## src/rtl/keyboard_pkg.sv

```systemverilog
// Shared constants and types for the buffered PS/2-style keyboard controller.
// Holds the scan-code values the decoder reacts to, the set-LEDs command
// byte sent to the keyboard, and the LED command sequencer state type.
package keyboard_pkg;

    localparam logic [7:0] SC_EXTENDED      = 8'hE0;
    localparam logic [7:0] SC_RELEASE       = 8'hF0;
    localparam logic [7:0] SC_CAPS_LOCK     = 8'h58;
    localparam logic [7:0] SC_NUM_LOCK      = 8'h77;
    localparam logic [7:0] SC_SCROLL_LOCK   = 8'h7E;
    localparam logic [7:0] SC_BAT_OK        = 8'hAA;
    localparam logic [7:0] SC_KBD_ACK       = 8'hFA;
    localparam logic [7:0] SC_LSHIFT        = 8'h12;
    localparam logic [7:0] SC_RSHIFT        = 8'h59;
    localparam logic [7:0] SC_CTRL          = 8'h14;
    localparam logic [7:0] SC_ALT           = 8'h11;

    localparam logic [7:0] COMMAND_SET_LEDS = 8'hED;

    // {caps, num, scroll}: num lock on after reset
    localparam logic [2:0] LEDS_RESET       = 3'b010;

    typedef enum logic [2:0] {
        IDLE,
        CMD,
        CMD_ACK,
        CMD_KBD,
        DATA,
        DATA_ACK,
        DATA_KBD
    } led_state_e;

endpackage

```

## src/rtl/keyboard_fifo.sv

```systemverilog
// First-word-fall-through byte FIFO.
// Ports:
//   clk, reset_low     clock, synchronous active-low reset
//   push, push_data    write request and byte
//   pop                read request (head advances when not empty)
//   dout               head entry, valid while empty = 0
//   empty              no entries held
//   free               number of unused entries (DEPTH - count)
// A push into a full FIFO is accepted when a pop happens in the same cycle.
module keyboard_fifo #(
    parameter int DEPTH = 8
) (
    input  logic                     clk,
    input  logic                     reset_low,
    input  logic                     push,
    input  logic [7:0]               push_data,
    input  logic                     pop,
    output logic [7:0]               dout,
    output logic                     empty,
    output logic [$clog2(DEPTH):0]   free
);

    localparam int AW = $clog2(DEPTH);
    localparam int CW = AW + 1;
    localparam logic [CW-1:0] DEPTH_C = CW'(DEPTH);

    logic [7:0]    mem_q [DEPTH];
    logic [AW-1:0] wr_ptr_q, wr_ptr_d;
    logic [AW-1:0] rd_ptr_q, rd_ptr_d;
    logic [CW-1:0] count_q, count_d;
    logic          do_push, do_pop;

    always_comb begin
        do_pop   = pop && (count_q != '0);
        do_push  = push && ((count_q != DEPTH_C) || do_pop);
        wr_ptr_d = wr_ptr_q;
        rd_ptr_d = rd_ptr_q;
        count_d  = count_q;
        if (do_push) wr_ptr_d = wr_ptr_q + AW'(1);
        if (do_pop)  rd_ptr_d = rd_ptr_q + AW'(1);
        count_d = count_q + CW'(do_push) - CW'(do_pop);
    end

    always_ff @(posedge clk) begin
        if (!reset_low) begin
            wr_ptr_q <= '0;
            rd_ptr_q <= '0;
            count_q  <= '0;
        end else begin
            wr_ptr_q <= wr_ptr_d;
            rd_ptr_q <= rd_ptr_d;
            count_q  <= count_d;
        end
    end

    // Storage needs no reset; count_q gates visibility.
    always_ff @(posedge clk) begin
        if (do_push) mem_q[wr_ptr_q] <= push_data;
    end

    assign dout  = mem_q[rd_ptr_q];
    assign empty = (count_q == '0);
    assign free  = DEPTH_C - count_q;

endmodule

```

## src/rtl/keyboard_buffered.sv

```systemverilog
// Buffered keyboard controller: decodes received scan bytes, tracks lock LEDs
// and modifier keys, queues character codes in a FIFO, and sends the
// set-LEDs command to the keyboard whenever lock state must be refreshed.
// Ports:
//   clk, reset_low                              clock, synchronous active-low reset
//   command_{ready,valid,byte}                  host-to-keyboard byte handshake
//   command_ack_{ready,valid,error}             transmit completion status
//   scan_code_{ready,valid,byte}                received keyboard bytes
//   character_{ready,valid,byte}                FIFO output
//   leds {caps,num,scroll}, modifiers {ctrl,alt,shift}, overflow, led_error
//
// LED sequencer states:
//   state    | meaning
//   IDLE     | waiting for a pending LED request
//   CMD      | offering 8'hED to the transmitter
//   CMD_ACK  | waiting for transmit status of 8'hED
//   CMD_KBD  | waiting for keyboard 8'hFA after 8'hED
//   DATA     | offering LED byte to the transmitter
//   DATA_ACK | waiting for transmit status of LED byte
//   DATA_KBD | waiting for keyboard 8'hFA after LED byte
module keyboard_buffered
    import keyboard_pkg::*;
#(
    parameter int FIFO_DEPTH   = 8,
    parameter int ACK_TIMEOUT  = 1000000,
    parameter int MAX_RETRIES  = 3,
    parameter int EMIT_RELEASE = 0
) (
    input  logic       clk,
    input  logic       reset_low,
    input  logic       command_ready,
    output logic       command_valid,
    output logic [7:0] command_byte,
    output logic       command_ack_ready,
    input  logic       command_ack_valid,
    input  logic       command_ack_error,
    output logic       scan_code_ready,
    input  logic       scan_code_valid,
    input  logic [7:0] scan_code_byte,
    input  logic       character_ready,
    output logic       character_valid,
    output logic [7:0] character_byte,
    output logic [2:0] leds,
    output logic [2:0] modifiers,
    output logic       overflow,
    output logic       led_error
);

    localparam int CW = $clog2(FIFO_DEPTH) + 1;
    localparam int TW = $clog2(ACK_TIMEOUT + 1);
    localparam int RW = $clog2(MAX_RETRIES + 1) + 1;

    localparam int K_RSHIFT = 0;
    localparam int K_LSHIFT = 1;
    localparam int K_RALT   = 2;
    localparam int K_LALT   = 3;
    localparam int K_RCTRL  = 4;
    localparam int K_LCTRL  = 5;

    led_state_e    state_q, state_d;
    logic          extended_q, extended_d;
    logic          released_q, released_d;
    logic [5:0]    keys_q, keys_d;
    logic [2:0]    leds_q, leds_d;
    logic          overflow_q, overflow_d;
    logic          pending_q, pending_d;
    logic [RW-1:0] retries_q, retries_d;
    logic [TW-1:0] timer_q, timer_d;
    logic          led_error_q, led_error_d;
    logic [23:0]   stage_q, stage_d;
    logic [1:0]    stage_cnt_q, stage_cnt_d;

    logic          led_req, kbd_ack, is_lock, grp_accept, fail;
    logic [1:0]    grp_len, cnt_v;
    logic [23:0]   grp_v, stage_v;
    logic [CW-1:0] fifo_free, avail;
    logic          fifo_empty;

    assign is_lock = (scan_code_byte == SC_CAPS_LOCK) || (scan_code_byte == SC_NUM_LOCK) ||
                     (scan_code_byte == SC_SCROLL_LOCK);

    // Scan-code decoder. Group bytes are packed with the first byte in [7:0].
    always_comb begin
        extended_d = extended_q;
        released_d = released_q;
        keys_d     = keys_q;
        leds_d     = leds_q;
        led_req    = 1'b0;
        kbd_ack    = 1'b0;
        grp_len    = 2'd0;
        grp_v      = '0;
        if (scan_code_valid) begin
            if (scan_code_byte == SC_EXTENDED) begin
                extended_d = 1'b1;
            end else if (scan_code_byte == SC_RELEASE) begin
                released_d = 1'b1;
            end else begin
                extended_d = 1'b0;
                released_d = 1'b0;
                if (!extended_q && is_lock) begin
                    if (!released_q) begin
                        led_req = 1'b1;
                        if (scan_code_byte == SC_CAPS_LOCK)      leds_d[2] = ~leds_q[2];
                        else if (scan_code_byte == SC_NUM_LOCK)  leds_d[1] = ~leds_q[1];
                        else                                     leds_d[0] = ~leds_q[0];
                    end
                end else if (!extended_q && scan_code_byte == SC_BAT_OK) begin
                    led_req = 1'b1;
                end else if (!extended_q && scan_code_byte == SC_KBD_ACK) begin
                    kbd_ack = 1'b1;
                end else if (scan_code_byte == SC_LSHIFT) begin
                    keys_d[K_LSHIFT] = !released_q;
                end else if (scan_code_byte == SC_RSHIFT) begin
                    keys_d[K_RSHIFT] = !released_q;
                end else if (scan_code_byte == SC_CTRL) begin
                    keys_d[extended_q ? K_RCTRL : K_LCTRL] = !released_q;
                end else if (scan_code_byte == SC_ALT) begin
                    keys_d[extended_q ? K_RALT : K_LALT] = !released_q;
                end else if (!released_q) begin
                    grp_len = extended_q ? 2'd2 : 2'd1;
                    grp_v   = extended_q ? {8'h00, scan_code_byte, SC_EXTENDED}
                                         : {16'h0000, scan_code_byte};
                end else if (EMIT_RELEASE != 0) begin
                    grp_len = extended_q ? 2'd3 : 2'd2;
                    grp_v   = extended_q ? {scan_code_byte, SC_RELEASE, SC_EXTENDED}
                                         : {8'h00, scan_code_byte, SC_RELEASE};
                end
            end
        end
    end

    // Space already promised to staged bytes is not available to a new group,
    // so a group either fits completely or is dropped completely.
    always_comb begin
        avail      = fifo_free - CW'(stage_cnt_q);
        grp_accept = (grp_len != 2'd0) && (avail >= CW'(grp_len));
        overflow_d = overflow_q || ((grp_len != 2'd0) && !grp_accept);
    end

    // Staging buffer feeds the FIFO one byte per cycle. Output bytes never
    // outnumber input bytes, so three entries cannot overrun.
    always_comb begin
        stage_v = stage_q;
        cnt_v   = stage_cnt_q;
        if (stage_cnt_q != 2'd0) begin
            stage_v = {8'h00, stage_q[23:8]};
            cnt_v   = stage_cnt_q - 2'd1;
        end
        stage_d     = stage_v;
        stage_cnt_d = cnt_v;
        if (grp_accept) begin
            stage_d     = stage_v | (grp_v << {cnt_v, 3'b000});
            stage_cnt_d = cnt_v + grp_len;
        end
    end

    keyboard_fifo #(.DEPTH(FIFO_DEPTH)) u_fifo (
        .clk       (clk),
        .reset_low (reset_low),
        .push      (stage_cnt_q != 2'd0),
        .push_data (stage_q[7:0]),
        .pop       (character_ready),
        .dout      (character_byte),
        .empty     (fifo_empty),
        .free      (fifo_free)
    );

    // LED command sequencer
    always_comb begin
        state_d           = state_q;
        pending_d         = pending_q || led_req;
        retries_d         = retries_q;
        timer_d           = timer_q;
        led_error_d       = led_error_q;
        command_valid     = 1'b0;
        command_byte      = 8'h00;
        command_ack_ready = 1'b0;
        fail              = 1'b0;
        case (state_q)
            IDLE: begin
                if (pending_q) begin
                    state_d   = CMD;
                    pending_d = led_req;
                    retries_d = '0;
                end
            end
            CMD: begin
                command_valid = 1'b1;
                command_byte  = COMMAND_SET_LEDS;
                if (command_ready) state_d = CMD_ACK;
            end
            CMD_ACK: begin
                command_ack_ready = 1'b1;
                if (command_ack_valid) begin
                    if (command_ack_error) begin
                        fail = 1'b1;
                    end else begin
                        state_d = CMD_KBD;
                        timer_d = TW'(ACK_TIMEOUT - 1);
                    end
                end
            end
            CMD_KBD: begin
                if (kbd_ack)               state_d = DATA;
                else if (timer_q == '0)    fail    = 1'b1;
                else                       timer_d = timer_q - TW'(1);
            end
            DATA: begin
                command_valid = 1'b1;
                command_byte  = {5'b00000, leds_q};
                if (command_ready) state_d = DATA_ACK;
            end
            DATA_ACK: begin
                command_ack_ready = 1'b1;
                if (command_ack_valid) begin
                    if (command_ack_error) begin
                        fail = 1'b1;
                    end else begin
                        state_d = DATA_KBD;
                        timer_d = TW'(ACK_TIMEOUT - 1);
                    end
                end
            end
            DATA_KBD: begin
                if (kbd_ack)               state_d = IDLE;
                else if (timer_q == '0)    fail    = 1'b1;
                else                       timer_d = timer_q - TW'(1);
            end
            default: state_d = IDLE;
        endcase
        // Any failure restarts from the command byte.
        if (fail) begin
            if (retries_q < RW'(MAX_RETRIES)) begin
                state_d   = CMD;
                retries_d = retries_q + RW'(1);
            end else begin
                state_d     = IDLE;
                led_error_d = 1'b1;
            end
        end
    end

    always_ff @(posedge clk) begin
        if (!reset_low) begin
            state_q     <= IDLE;
            extended_q  <= 1'b0;
            released_q  <= 1'b0;
            keys_q      <= '0;
            leds_q      <= LEDS_RESET;
            overflow_q  <= 1'b0;
            pending_q   <= 1'b0;
            retries_q   <= '0;
            timer_q     <= '0;
            led_error_q <= 1'b0;
            stage_q     <= '0;
            stage_cnt_q <= 2'd0;
        end else begin
            state_q     <= state_d;
            extended_q  <= extended_d;
            released_q  <= released_d;
            keys_q      <= keys_d;
            leds_q      <= leds_d;
            overflow_q  <= overflow_d;
            pending_q   <= pending_d;
            retries_q   <= retries_d;
            timer_q     <= timer_d;
            led_error_q <= led_error_d;
            stage_q     <= stage_d;
            stage_cnt_q <= stage_cnt_d;
        end
    end

    assign scan_code_ready = 1'b1;
    assign character_valid = !fifo_empty;
    assign leds            = leds_q;
    assign modifiers       = {keys_q[K_LCTRL] | keys_q[K_RCTRL],
                              keys_q[K_LALT]  | keys_q[K_RALT],
                              keys_q[K_LSHIFT] | keys_q[K_RSHIFT]};
    assign overflow        = overflow_q;
    assign led_error       = led_error_q;

endmodule

```

## config.mk

```make
export PLATFORM = sky130hd
export DESIGN_NAME = keyboard_buffered
export DESIGN_NICKNAME = d
export VERILOG_FILES = /design/src/rtl/keyboard_pkg.sv /design/src/rtl/keyboard_fifo.sv /design/src/rtl/keyboard_buffered.sv
export SDC_FILE = /design/constraint.sdc
export NUM_CORES = 1
export LEC_CHECK = 0
export ABC_AREA = 1
export BUFFER_PORTS_ARGS = -buffer_cell sky130_fd_sc_hd__buf_2
export CAP_MARGIN = 10
export CORE_ASPECT_RATIO = 1.25
export CORE_UTILIZATION = 28
export CTS_CLUSTER_SIZE = 12
export DETAILED_ROUTE_END_ITERATION = 8
export GPL_TIMING_DRIVEN = 0
export PLACE_DENSITY_LB_ADDON = 0.08
export SYNTH_ARGS = -nofsm -noshare
export SYNTH_HDL_FRONTEND = slang
export SYNTH_HIERARCHICAL = 1
export SYNTH_SLANG_ARGS = --single-unit
```

## constraint.sdc

```tcl
create_clock -name clk -period 2.5 [get_ports clk]
set_input_delay 0.375 -clock clk [delete_from_list [all_inputs] [get_ports clk]]
set_output_delay 0.375 -clock clk [all_outputs]
set_load 0.01 [all_outputs]
```

; ---- After elaboration in Yosys (flattened, before gate mapping)
; Memories as Yosys holds them, arrays and structs flattened. A register that Yosys moved wholly into a read port is not among the register bits.
; Cells that the tools add are included.
[word_totals]
reg_bits = 76
ram_bits = 64
output_inout_bits = 28
wordCells = 221
n_memories = 1
[op_classes]
n_addsub = 10
order_cmp = 6
eq_ne = 33
shift = 1
n_mux = 91
bitwise_logic = 18
n_reduce_logical = 42
[memory_table]
columns = memory, depth, word_bits, rd, rd_ports_with_merged_regs, write_ports, line
row1 = u_fifo.mem_q, 8, 8, 1, 1, 1, keyboard_fifo.sv:27  ; logic [7:0] mem_q [DEPTH];
[op_table]
columns = operator, count
row1 = two-way mux 24 bit, 12
row2 = two-way mux 20 bit, 4
row3 = two-way mux 3 bit, 16
row4 = case mux 20 bit (2 select lines), 1
row5 = two-way mux 1 bit, 33
row6 = "== test 8 x 7 -> 1 bit, second input constant", 4
row7 = "== test 8 bit, second input constant", 4
row8 = two-way mux 16 bit, 2
row9 = two-way mux 2 bit, 14
row10 = "!= test 3 bit, second input constant", 9
row11 = "== test 8 x 5 -> 1 bit, second input constant", 3
row12 = bitwise OR 24 bit, 1
row13 = << shifter 24 x 5 -> 24 bit, 1
row14 = case mux 3 bit (7 select lines), 1
row15 = zero test 20 bit, 1
row16 = "subtractor 20 x 1 -> 20 bit, second input constant", 1
row17 = AND reduction 9 bit, 2
row18 = case mux 8 bit (2 select lines), 1
row19 = AND reduction 8 bit, 2
row20 = NOT 1 bit, 14
row21 = AND reduction 7 bit, 2
row22 = bitwise mux 6 bit, 2
row23 = two-way mux 6 bit, 2
row24 = "!= test 2 bit, second input constant", 5
row25 = other kinds (33), 64

; ---- Logic depth before layout (Yosys ltp)
; Gate-level depths: netlist of the first run.
[logic_depth]
ltp_word = 17
ltp_mapped = 21

; ---- Modules after synthesis
; The synthesis of the first run kept the hierarchy.
[modules_own_cells]
columns = module, n_inst, cells_per_inst, area_per_inst_um2, seq_area_each_um2
row1 = keyboard_buffered, 1, 664, 4383.0, 1321.3
row2 = keyboard_fifo, 1, 368, 3567.2, 2182.1

; ---- Worst setup path after synthesis of the first run
; No wires, ideal clock.
[synth_timing]
kind = input port to flip-flop
start = in scan_code_byte[4]
end = reg stage_cnt_q[1]
arrival_ps = 2455
t_required_ps = 2387
slack_ps = -69
cell_stages = 18
path_buffers = 2
path_cell_list = buf_4 nand2_2 nor2_2 nand2_2 inv_4 nor2_2 nand3_2 nor2_4 nand2_1 inv_1 ha_1 o21ai_0 o2111ai_1 nand2_4 inv_6 buf_12 a21oi_2 nor2_2
[synth_via]
elab_chain_cells = 14
[synth_rtl]
columns = item, line
row1 = from (decl), keyboard_buffered.sv:39  ; input logic [7:0] scan_code_byte,
row2 = == test 8 x 5 -> 1 bit, keyboard_buffered.sv:117  ; end else if (scan_code_byte == SC_ALT) begin
row3 = two-way mux 2 bit, keyboard_buffered.sv:117
row4 = two-way mux 2 bit, keyboard_buffered.sv:115  ; end else if (scan_code_byte == SC_CTRL) begin
row5 = two-way mux 2 bit, keyboard_buffered.sv:113  ; end else if (scan_code_byte == SC_RSHIFT) begin
row6 = two-way mux 2 bit, keyboard_buffered.sv:111  ; end else if (scan_code_byte == SC_LSHIFT) begin
row7 = two-way mux 2 bit, keyboard_buffered.sv:109  ; end else if (!extended_q && scan_code_byte == SC_KBD_ACK) begin
row8 = two-way mux 2 bit, keyboard_buffered.sv:107  ; end else if (!extended_q && scan_code_byte == SC_BAT_OK) begin
row9 = two-way mux 2 bit, keyboard_buffered.sv:100  ; if (!extended_q && is_lock) begin
row10 = two-way mux 2 bit, keyboard_buffered.sv:95  ; end else if (scan_code_byte == SC_RELEASE) begin
row11 = two-way mux 2 bit *, keyboard_buffered.sv:93  ; if (scan_code_byte == SC_EXTENDED) begin
row12 = two-way mux 2 bit *, keyboard_buffered.sv:92  ; if (scan_code_valid) begin
row13 = >= comparator 4 x 2 -> 1 bit / nonzero test 2 bit (equally long branches), keyboard_buffered.sv:136  ; grp_accept = (grp_len != 2'd0) && (avail >= CW'(grp_len));
row14 = logical AND 1 bit, keyboard_buffered.sv:136
row15 = two-way mux 2 bit *, keyboard_buffered.sv:151  ; if (grp_accept) begin
row16 = to (signal assigned), keyboard_buffered.sv:269  ; stage_cnt_q <= stage_cnt_d;
row17 = to (decl), keyboard_buffered.sv:71  ; logic [1:0] stage_cnt_q, stage_cnt_d;
; Every way passes the cells marked *; elsewhere a longest branch is shown, timed or not.
; A chain may end at the register's enable or synchronous reset.

; ---- Worst setup path in the final report of the first run
[layout_timing]
start = reg extended_q
end = reg stage_cnt_q[1]
[layout_via]
elab_chain_cells = 15
[layout_rtl]
columns = item, line
row1 = from (decl), keyboard_buffered.sv:61  ; logic extended_q, extended_d;
row2 = from (signal assigned), keyboard_buffered.sv:259  ; extended_q <= extended_d;
row3 = two-way mux 2 bit, keyboard_buffered.sv:120  ; grp_len = extended_q ? 2'd2 : 2'd1;
row4 = two-way mux 2 bit, keyboard_buffered.sv:119  ; end else if (!released_q) begin
row5 = two-way mux 2 bit, keyboard_buffered.sv:117
row6 = two-way mux 2 bit, keyboard_buffered.sv:115
row7 = two-way mux 2 bit, keyboard_buffered.sv:113
row8 = two-way mux 2 bit, keyboard_buffered.sv:111
row9 = two-way mux 2 bit, keyboard_buffered.sv:109
row10 = two-way mux 2 bit, keyboard_buffered.sv:107
row11 = two-way mux 2 bit *, keyboard_buffered.sv:100
row12 = two-way mux 2 bit *, keyboard_buffered.sv:95
row13 = two-way mux 2 bit *, keyboard_buffered.sv:93
row14 = two-way mux 2 bit *, keyboard_buffered.sv:92
row15 = >= comparator 4 x 2 -> 1 bit / nonzero test 2 bit (equally long branches), keyboard_buffered.sv:136
row16 = logical AND 1 bit, keyboard_buffered.sv:136
row17 = two-way mux 2 bit *, keyboard_buffered.sv:151
; Marks and branches as above.

==> results of run 1 <==
## Yosys cell counts (9+ instances only)
cell type / n
nand4_1: 22
edfxtp_1: 64
buf_4: 13
nor2_1: 101
inv_2: 11
o21ai_0: 35
a21oi_1: 58
or2_2: 9
nand2_1: 274
dfxtp_1: 79
a21oi_2: 18
inv_1: 112
nor3_1: 18
ha_1: 16
nand2_2: 32
nand3_1: 83
## where the power goes
part	internal (mW)	total (mW)	leakage (nW)	switching (mW)
clock	1.29	2.25	0.242	0.956
combinational	1.66	4.27	2.69	2.61
sequential	2.79	3.08	1.24	0.287
total	5.74	9.59	4.16	3.85
## per-layer routing
metal	track usage, %	vias to the layer above	routed length, microns
li1	-	3482	-
met1	18.7	2989	9840
met2	27.5	101	10600
met3	2.64	20	485
met4	5.05	0	367
met5	0	-	0
## repair_timing
action                                  CTS  global route
pin swaps                                 7            12
cloned                                    0             2
buffers inserted                          4            10
endpoints found under the setup margin   43            28
resized for setup                        17            36
## kinds of logic (layout without fill, tap and decap cells)
group / Yosys count / count (layout) / synth area share [%]
and+or+nand+nor: 560 / 560 / 31.7
adders and majority gates: 18 / 18 / 3.02
DFF: 143 / 143 / 44.1
muxes: 1 / 1 / 0.126
xor gates and xnor gates: 13 / 13 / 1.43
other: 2 / 2 / 0.0945
AOI/OAI and AO/OA: 125 / 125 / 9.14
buffers and inverters: 170 / 257 / 10.4
## cells in the final DEF (no fill, tap or decap), types with 8 or more instances in the layout
master	Yosys	final
nand2_1	274	271
inv_1	112	109
nor2_1	101	95
nand3_1	83	78
dfxtp_1	79	76
edfxtp_1	64	64
a21oi_1	58	57
buf_2	5	44
nand2_2	32	34
o21ai_0	35	34
buf_4	13	28
nand4_1	22	22
a21oi_2	18	19
clkbuf_16	0	19
clkbuf_1	8	15
nor3_1	18	15
inv_2	11	13
ha_1	16	13
nor2_4	3	9
or2_2	9	9
buf_6	8	8
xor2_1	8	8
## final cells by class
type	instances	area, sq um
Fill cell	2999	18200
Clock inverter	6	38.8
Timing Repair Buffer	55	350
Inverter	127	507
Sequential cell	143	3510
Buffer	43	353
Multi-Input combinational cell	719	3830
Clock buffer	26	469
Tap cell	350	438
## critical path: cells and delay by family (launching register included)
kind	cells	cell delay [ns]
adders and majority gates	1	0.21
and+or+nand+nor	8	0.75
buffers and inverters	5	0.51
AOI/OAI and AO/OA	3	0.46
DFF	1	0.33
## per-stage QoR
stage	instances	utilization (%)
6_report	1469	34.2
5_1_grt	1469	34.2
4_1_cts	1457	33.1
3_5_place_dp	1421	31.0
3_3_place_gp	1420	31.0
2_1_floorplan	1032	-
## state kept, by name (all words and copies together) (netlist names), named ones only
name,flops
released_q,1
u_fifo/count_q,4
u_fifo/mem_q,64
timer_q,20
leds,3
retries_q,3
u_fifo/rd_ptr_q,3
u_fifo/wr_ptr_q,3
led_error,1
state_q,3
pending_q,1
overflow,1
stage_cnt_q,2
keys_q,6
extended_q,1
stage_q,24
## worst paths after layout
check                          start                              end  slack, ns  cells after the start
max          extended_q$_SDFFE_PN0P_        stage_cnt_q[1]$_SDFF_PN0_       0.11                     17
min                  character_ready  u_fifo/rd_ptr_q[0]$_SDFFE_PN0N_       0.31                      3
max reg2reg  extended_q$_SDFFE_PN0P_        stage_cnt_q[1]$_SDFF_PN0_       0.11                     17
min reg2reg  retries_q[2]$_SDFF_PN0_          retries_q[2]$_SDFF_PN0_       0.47                      2
==> impl_summary.txt, run 1 <==
----------------------------------------------------
[Timing]
  Minimum clock period ... 2.39 ns
  Final count of negative-setup-slack endpoints ... 0
  TNS Setup ... 0 ns
  Hold slack final ... 0.308 ns
  F_max ... 419 MHz
  Slew HR ... 39.8%
  Maximum clock skew at final layout ... 0.0190 ns
  Final Max Tran Viols ... 0
  Slew at the pin closest to its max-slew limit ... 0.899 ns
  Tcrit/Tclk final ... 95.5%
  Final hold violation count ... 0
  Final setup slack of the worst path ... 0.112 ns
  Unrepaired setup endpoints after global routing ... yes

[Die]
  FP Rows ... 68
  Die outline height ... 190 microns
  Number of primary I/O pins ... 43
  Placeable core area ... 0.0277 sq mm
  Initial core utilization ... 28.7%
  Horizontal extent of the die ... 153 microns
  Die area ... 0.0291 sq mm

[Cells and area]
  Total non-filler cell area in the finished layout ... 0.00949 sq mm
  Antenna diode count ... 0
  Fraction of final layout cells with drive strength greater than 1 ... 21.0%
  Number of nets in the finished design ... 1139
  Relative area change from synthesis to final layout ... 19.4%

[Worst setup path]
  Worst EP required ... 2.83 ns
  Crit path max fanout ... 8
  Ordered cell list for the critical path ... buf_8, clkinv_8, nand3_4, nor2_4, nor2_4, nand3_4, nor2_4, nand2_2, inv_4, ha_4, o21ai_4, o2111ai_4, nand2_4, inv_8, buf_12, a21oi_2, nor2_2
  Kind of end point of the critical path ... register
  Critical path type ... reg2reg
  Peak per-stage delay on the critical path ... 0.33 ns
  Startpoint Class ... register
  Slowest CP cell ... dfxtp_2
  Arrival time of the worst setup path ... 2.72 ns
  Crit path top cell by count ... nor2_4

[Yosys]
  Synth top area share ... 24.2%
  Cell accounting for the most synthesized area ... edfxtp_1
  Number of nets in the synthesized netlist ... 1065
  Flip-flop and latch count after synthesis ... 143
  Post-synth cell types ... 51
  Leading post-synthesis cells by cell area ... edfxtp_1, dfxtp_1, nand2_1
  Number of enable flip-flop cells after synthesis ... 64
  Syn Inst Count ... 1032
  Proportion of synthesized flip-flops having asynchronous set or reset ... 0%
  Register area share after synthesis ... 44.1%
  Average cell area after synthesis ... 7.70 sq um
  Mapped Area ... 0.00795 sq mm
  Top FF cell, synth ... dfxtp_1
  Number of synthesis warnings ... 6

[Place]
  Placer congestion estimate ... 0.812
  Number of I/O port buffers ... 38
  Post-detail-place hpwl ... 15700 microns
  Minimum setup slack after placement ... -0.536 ns
  Cell area reported after detailed placement ... 0.00860 sq mm

[Power and ir drop]
  Final total power ... 9.59 mW
  Leakage ... 4.16 nW
  Worst voltage drop across the vdd grid ... 0.464 mV
  Power density normalized to cell area ... 1010 mW/mm^2

[Clocking]
  Buffer type at the clock tree root ... clkbuf_16
  Worst-path clk slew ... 0.06 ns
  Clock tree from TritonCTS ... yes
  Clock Path Buffers ... 2
  TritonCTS Sinks ... 143
  Clock Latency Late Sink ... 0.43 ns
  Number of clock buffers inserted by TritonCTS ... 17
  Cts hold-fix bufs ... 0
  Maximum level of the CTS H-tree ... 4

[GRT]
  Number of antenna violations at the first check in global routing ... 0
  Vias in the first global route ... 6520
  Overall fraction of global-route tracks in use ... 15.4%
  Congestion Overflow GR ... 0
  Largest net degree at the start of global routing ... 17
  First-pass GRT wire length ... 34500 microns

[Routing]
  DRT Pass-1 Iters ... 6
  Via total after detailed routing ... 6592
  1st-iter DRT viols ... 308
  Final wirelength ... 21300 microns
  Final ANT Viol Nets ... 0
  Vias per cell ... 4.49
  DRC ... 0
  Average routed wire per standard cell ... 14.5 microns

[Worst hold path]
  HP Class ... in2reg

[Job]
  Max-Cap Viols ... 0

[Status]
  Run status ... finished clean

----------------------------------------------------
(Power assumes the default switching activity.)
==> run 2: changes to the inputs <==
--- a/config.mk
+++ b/config.mk
@@ -6,7 +6,7 @@
 export NUM_CORES = 1
 export LEC_CHECK = 0
 export ABC_AREA = 1
-export BUFFER_PORTS_ARGS = -buffer_cell sky130_fd_sc_hd__buf_2
+export BUFFER_PORTS_ARGS = -buffer_cell sky130_fd_sc_hd__clkbuf_2
 export CAP_MARGIN = 10
 export CORE_ASPECT_RATIO = 1.25
 export CORE_UTILIZATION = 28
==> constraint.sdc (replaced) <==
create_clock -name clk -period 2.4 [get_ports clk]
set_input_delay 0.36 -clock clk [delete_from_list [all_inputs] [get_ports clk]]
set_output_delay 0.36 -clock clk [all_outputs]
set_load 0.01 [all_outputs]
==> run 2 against run 1 <==
Net effect: critical path depth fell by 5; first-iteration DRC count fell by 14%; combinational power rose by 4.9%; critical endpoint is now stage_q[6]$_SDFF_PN0_; fmax rose by 1.5%; sequential cell count did not move; cell count did not move; final area rose by 0.33%; clock power rose by 18%.
==> impl_summary.txt, run 2 (synthesized netlist as in run 1, its figures left out) <==
----------------------------------------------------
[Power and ir drop]
  Power density normalized to cell area ... 1090 mW/mm^2 (+7.5%)
  Net Sw Frac ... 40.3% (+0.15 points)
  Comb pwr share ... 43.3% (-1.2 points)
  Share of power burned in registers ... 30.9% (-1.2 points)
  Worst voltage drop across the vdd grid ... 0.498 mV (+7.3%)
  Relative contribution of the clock network to total power ... 25.8% (+2.4 points)
  Cell-internal power ... 6.17 mW (+7.6%)
  Net switching power ... 4.17 mW (+8.3%)
  Leakage ... 4.18 nW (+0.45%)

[Timing]
  Final count of negative-setup-slack endpoints ... 0 (unchanged)
  Slew HR ... 41.1% (+1.2 points)
  Final hold violation count ... 0 (unchanged)
  F_max ... 425 MHz (+1.5%)
  TNS Setup ... 0 ns (unchanged)
  Slew at the pin closest to its max-slew limit ... 0.881 ns (-0.0186 ns)
  Unrepaired setup endpoints after global routing ... yes
  Minimum clock period ... 2.35 ns (-0.0344 ns)
  Maximum clock skew at final layout ... 0.0142 ns (-0.00481 ns)
  Final Max Tran Viols ... 0 (unchanged)
  Tcrit/Tclk final ... 98.1% (+2.5 points)
  Hold slack final ... 0.261 ns (-0.0468 ns)

[GRT]
  Congestion Overflow GR ... 0 (unchanged)
  Vias in the first global route ... 6567 (+0.72%)
  Largest net degree at the start of global routing ... 17 (unchanged)
  First-pass GRT wire length ... 34800 microns (+0.70%)
  Overall fraction of global-route tracks in use ... 15.5% (+0.081 points)
  Number of antenna violations at the first check in global routing ... 0 (unchanged)

[Cells and area]
  Relative area change from synthesis to final layout ... 19.8%
  Number of nets in the finished design ... 1139 (unchanged)
  Most common cell after layout, fill and taps aside ... nand2_1
  Footprint of the flip-flops and latches ... 0.00351 sq mm (unchanged)
  Most frequent cells in the layout ... nand2_1, inv_1, nor2_1, nand3_1, dfxtp_1
  Total non-filler cell area in the finished layout ... 0.00952 sq mm (+0.33%)
  Final cell count without fillers ... 1469 (unchanged)
  Top reg by flops ... u_fifo/mem_q
  Fill count ... 2999 (unchanged)
  Core Util, Final ... 34.3% (+0.11 points)
  Registers with the most flip-flops ... u_fifo/mem_q: 64 flops, stage_q: 24 flops, timer_q: 20 flops
  Largest register FFs ... 64 (unchanged)
  Fraction of final layout cells with drive strength greater than 1 ... 22.3% (+1.3 points)
  Multi-input combinational cell area ... 0.00380 sq mm (-0.62%)
  Antenna diode count ... 0 (unchanged)

[Clocking]
  Clock Latency Late Sink ... 0.43 ns (about the same)
  Number of clock buffers inserted by TritonCTS ... 17 (unchanged)
  Maximum level of the CTS H-tree ... 4 (unchanged)
  TritonCTS Sinks ... 143 (unchanged)
  Clock Path Buffers ... 2 (unchanged)
  Buffer type at the clock tree root ... clkbuf_16
  Clock tree from TritonCTS ... yes
  Worst-path clk slew ... 0.07 ns (about the same)
  Cts hold-fix bufs ... 0 (unchanged)

[Place]
  Placed insts ... 1423 (+0.14%)
  Placer congestion estimate ... 0.830 (+2.2%)
  Number of I/O port buffers ... 38 (unchanged)
  Cell area reported after detailed placement ... 0.00861 sq mm (+0.16%)
  Post-detail-place hpwl ... 15500 microns (-1.7%)

[Worst setup path]
  Reg-to-reg slack, setup ... 0.05 ns (-0.07 ns)
  Endpoint of the lowest-slack register-to-register path ... stage_q[6]$_SDFF_PN0_
  Slowest CP cell ... fa_1
  Worst setup path endpoint ... stage_q[6]$_SDFF_PN0_
  Peak per-stage delay on the critical path ... 0.50 ns (+0.17 ns)
  Crit path max fanout ... 6 (-2)
  Ordered cell list for the critical path ... buf_4, inv_2, ha_2, inv_2, fa_1, ha_4, o21ai_4, o2111ai_4, nand2_4, nor2_4, nand3_2, a21oi_2
  Worst EP required ... 2.76 ns (-0.07 ns)
  Critical path type ... reg2reg
  Startpoint Class ... register
  Reg2reg start ... u_fifo/count_q[0]$_SDFF_PN0_
  Kind of end point of the critical path ... register
  Arrival time of the worst setup path ... 2.71 ns (about the same)
  Crit path top cell by count ... inv_2
  Count of cells along the worst register-to-register path ... 12 (-5)
  Crit path from ... u_fifo/count_q[0]$_SDFF_PN0_

[Routing]
  Met3 Wirelength ... 540 microns (+11%)
  Detailed-route wire length on metal 1 ... 9370 microns (-4.9%)
  1st-iter DRT viols ... 266 (-14%)
  Average routed wire per standard cell ... 14.3 microns (-1.2%)
  Via total after detailed routing ... 6590 (-0.030%)
  Final wirelength ... 21100 microns (-1.2%)
  Uppermost metal layer occupied by signal nets ... met4
  Final ANT Viol Nets ... 0 (unchanged)
  Vias per cell ... 4.49 (about the same)
  Total length of routed met2 wires ... 10700 microns (+0.92%)
  DRC ... 0 (unchanged)
  DRT Pass-1 Iters ... 7 (+1)

[Worst hold path]
  HP Class ... in2reg

[Job]
  Max-Cap Viols ... 0 (unchanged)

[Die]
  Placeable core area ... 0.0277 sq mm (unchanged)
  Die outline height ... 190 microns (unchanged)
  FP Rows ... 68 (unchanged)
  Initial core utilization ... 28.7% (unchanged)
  Number of primary I/O pins ... 43 (unchanged)
  Die area ... 0.0291 sq mm (unchanged)
  Horizontal extent of the die ... 153 microns (unchanged)

[Status]
  Run status ... finished clean

----------------------------------------------------
==> run 2: cell count changes in the layout (fill, tap and decap cells not counted), moves of 3 or more <==
cell,previous run,this run
buf_2,44,8
buf_4,28,25
clkbuf_1,15,7
clkbuf_2,2,40
clkinv_4,1,4
clkinvlp_4,2,5
inv_6,1,5
nand3_2,4,8
nand3_4,5,1
nor2_2,5,10
nor2_4,9,5
==> run 2: through the flow <==
step	setup slack, ns	total power, mW
floorplan	0.00251	6.31
global placement	-0.604	7.47
detailed placement	-0.591	7.47
CTS	-0.0238	10.3
global route	-0.0604	11.2
finish	0.0467	10.3
==> run 2: how the worst min path moves through the flow <==
stage,start,end,slack (ns),cells past startpoint
floorplan,keys_q[2]$_SDFFE_PN0P_,keys_q[2]$_SDFFE_PN0P_,0.44,2
global placement,overflow$_SDFF_PN0_,overflow$_SDFF_PN0_,0.46,2
detailed placement,retries_q[2]$_SDFF_PN0_,retries_q[2]$_SDFF_PN0_,0.46,2
CTS,character_ready,register,0.27,3
global route,scan_code_byte[4],stage_q[4]$_SDFF_PN0_,0.26,3
finish,scan_code_byte[4],stage_q[4]$_SDFF_PN0_,0.26,3
==> run 2: cell type report <==
type / count / share of cell area [%]
clock buffer: 17 / 4.47
sequential: 143 / 36.8
clock inverter: 15 / 1.71
tap: 350 / 4.60
inverter: 127 / 5.23
multi-input combinational: 719 / 39.9
timing repair buffer: 55 / 3.44
buffer: 43 / 3.77
==> run 2: routing by layer <==
layer | GRT usage [%] | up-vias
met3 | 2.61 | 25
met2 | 28.2 | 103
met5 | 0 | -
li1 | - | 3476
met1 | 18.1 | 2986
met4 | 5.79 | 0
==> run 2: what timing repair did <==
item,CTS,global route
endpoints found under the setup margin,41,44
gates resized for setup,23,26
cloned,0,1
buffers inserted,10,3
pin swaps,10,14
==> run 2: worst max-delay path, delay by kind of cell, from the launching register on <==
family | cells | cell delay (ns)
adder cells (fa/ha/maj) | 3 | 0.95
AND/OR/NAND/NOR | 3 | 0.52
flip-flops | 1 | 0.33
AO/OA/AOI/OAI | 3 | 0.28
buffers and inverters | 3 | 0.21
==> run 2: power by group through the flow <==
stage,registers [mW],logic (mW),clock network (mW)
after floorplan,3.14,3.17,0
after global placement,3.26,4.22,0
after detailed placement,3.26,4.21,0
after CTS,3.21,4.30,2.75
after global routing,3.26,5.12,2.83
final,3.20,4.48,2.66
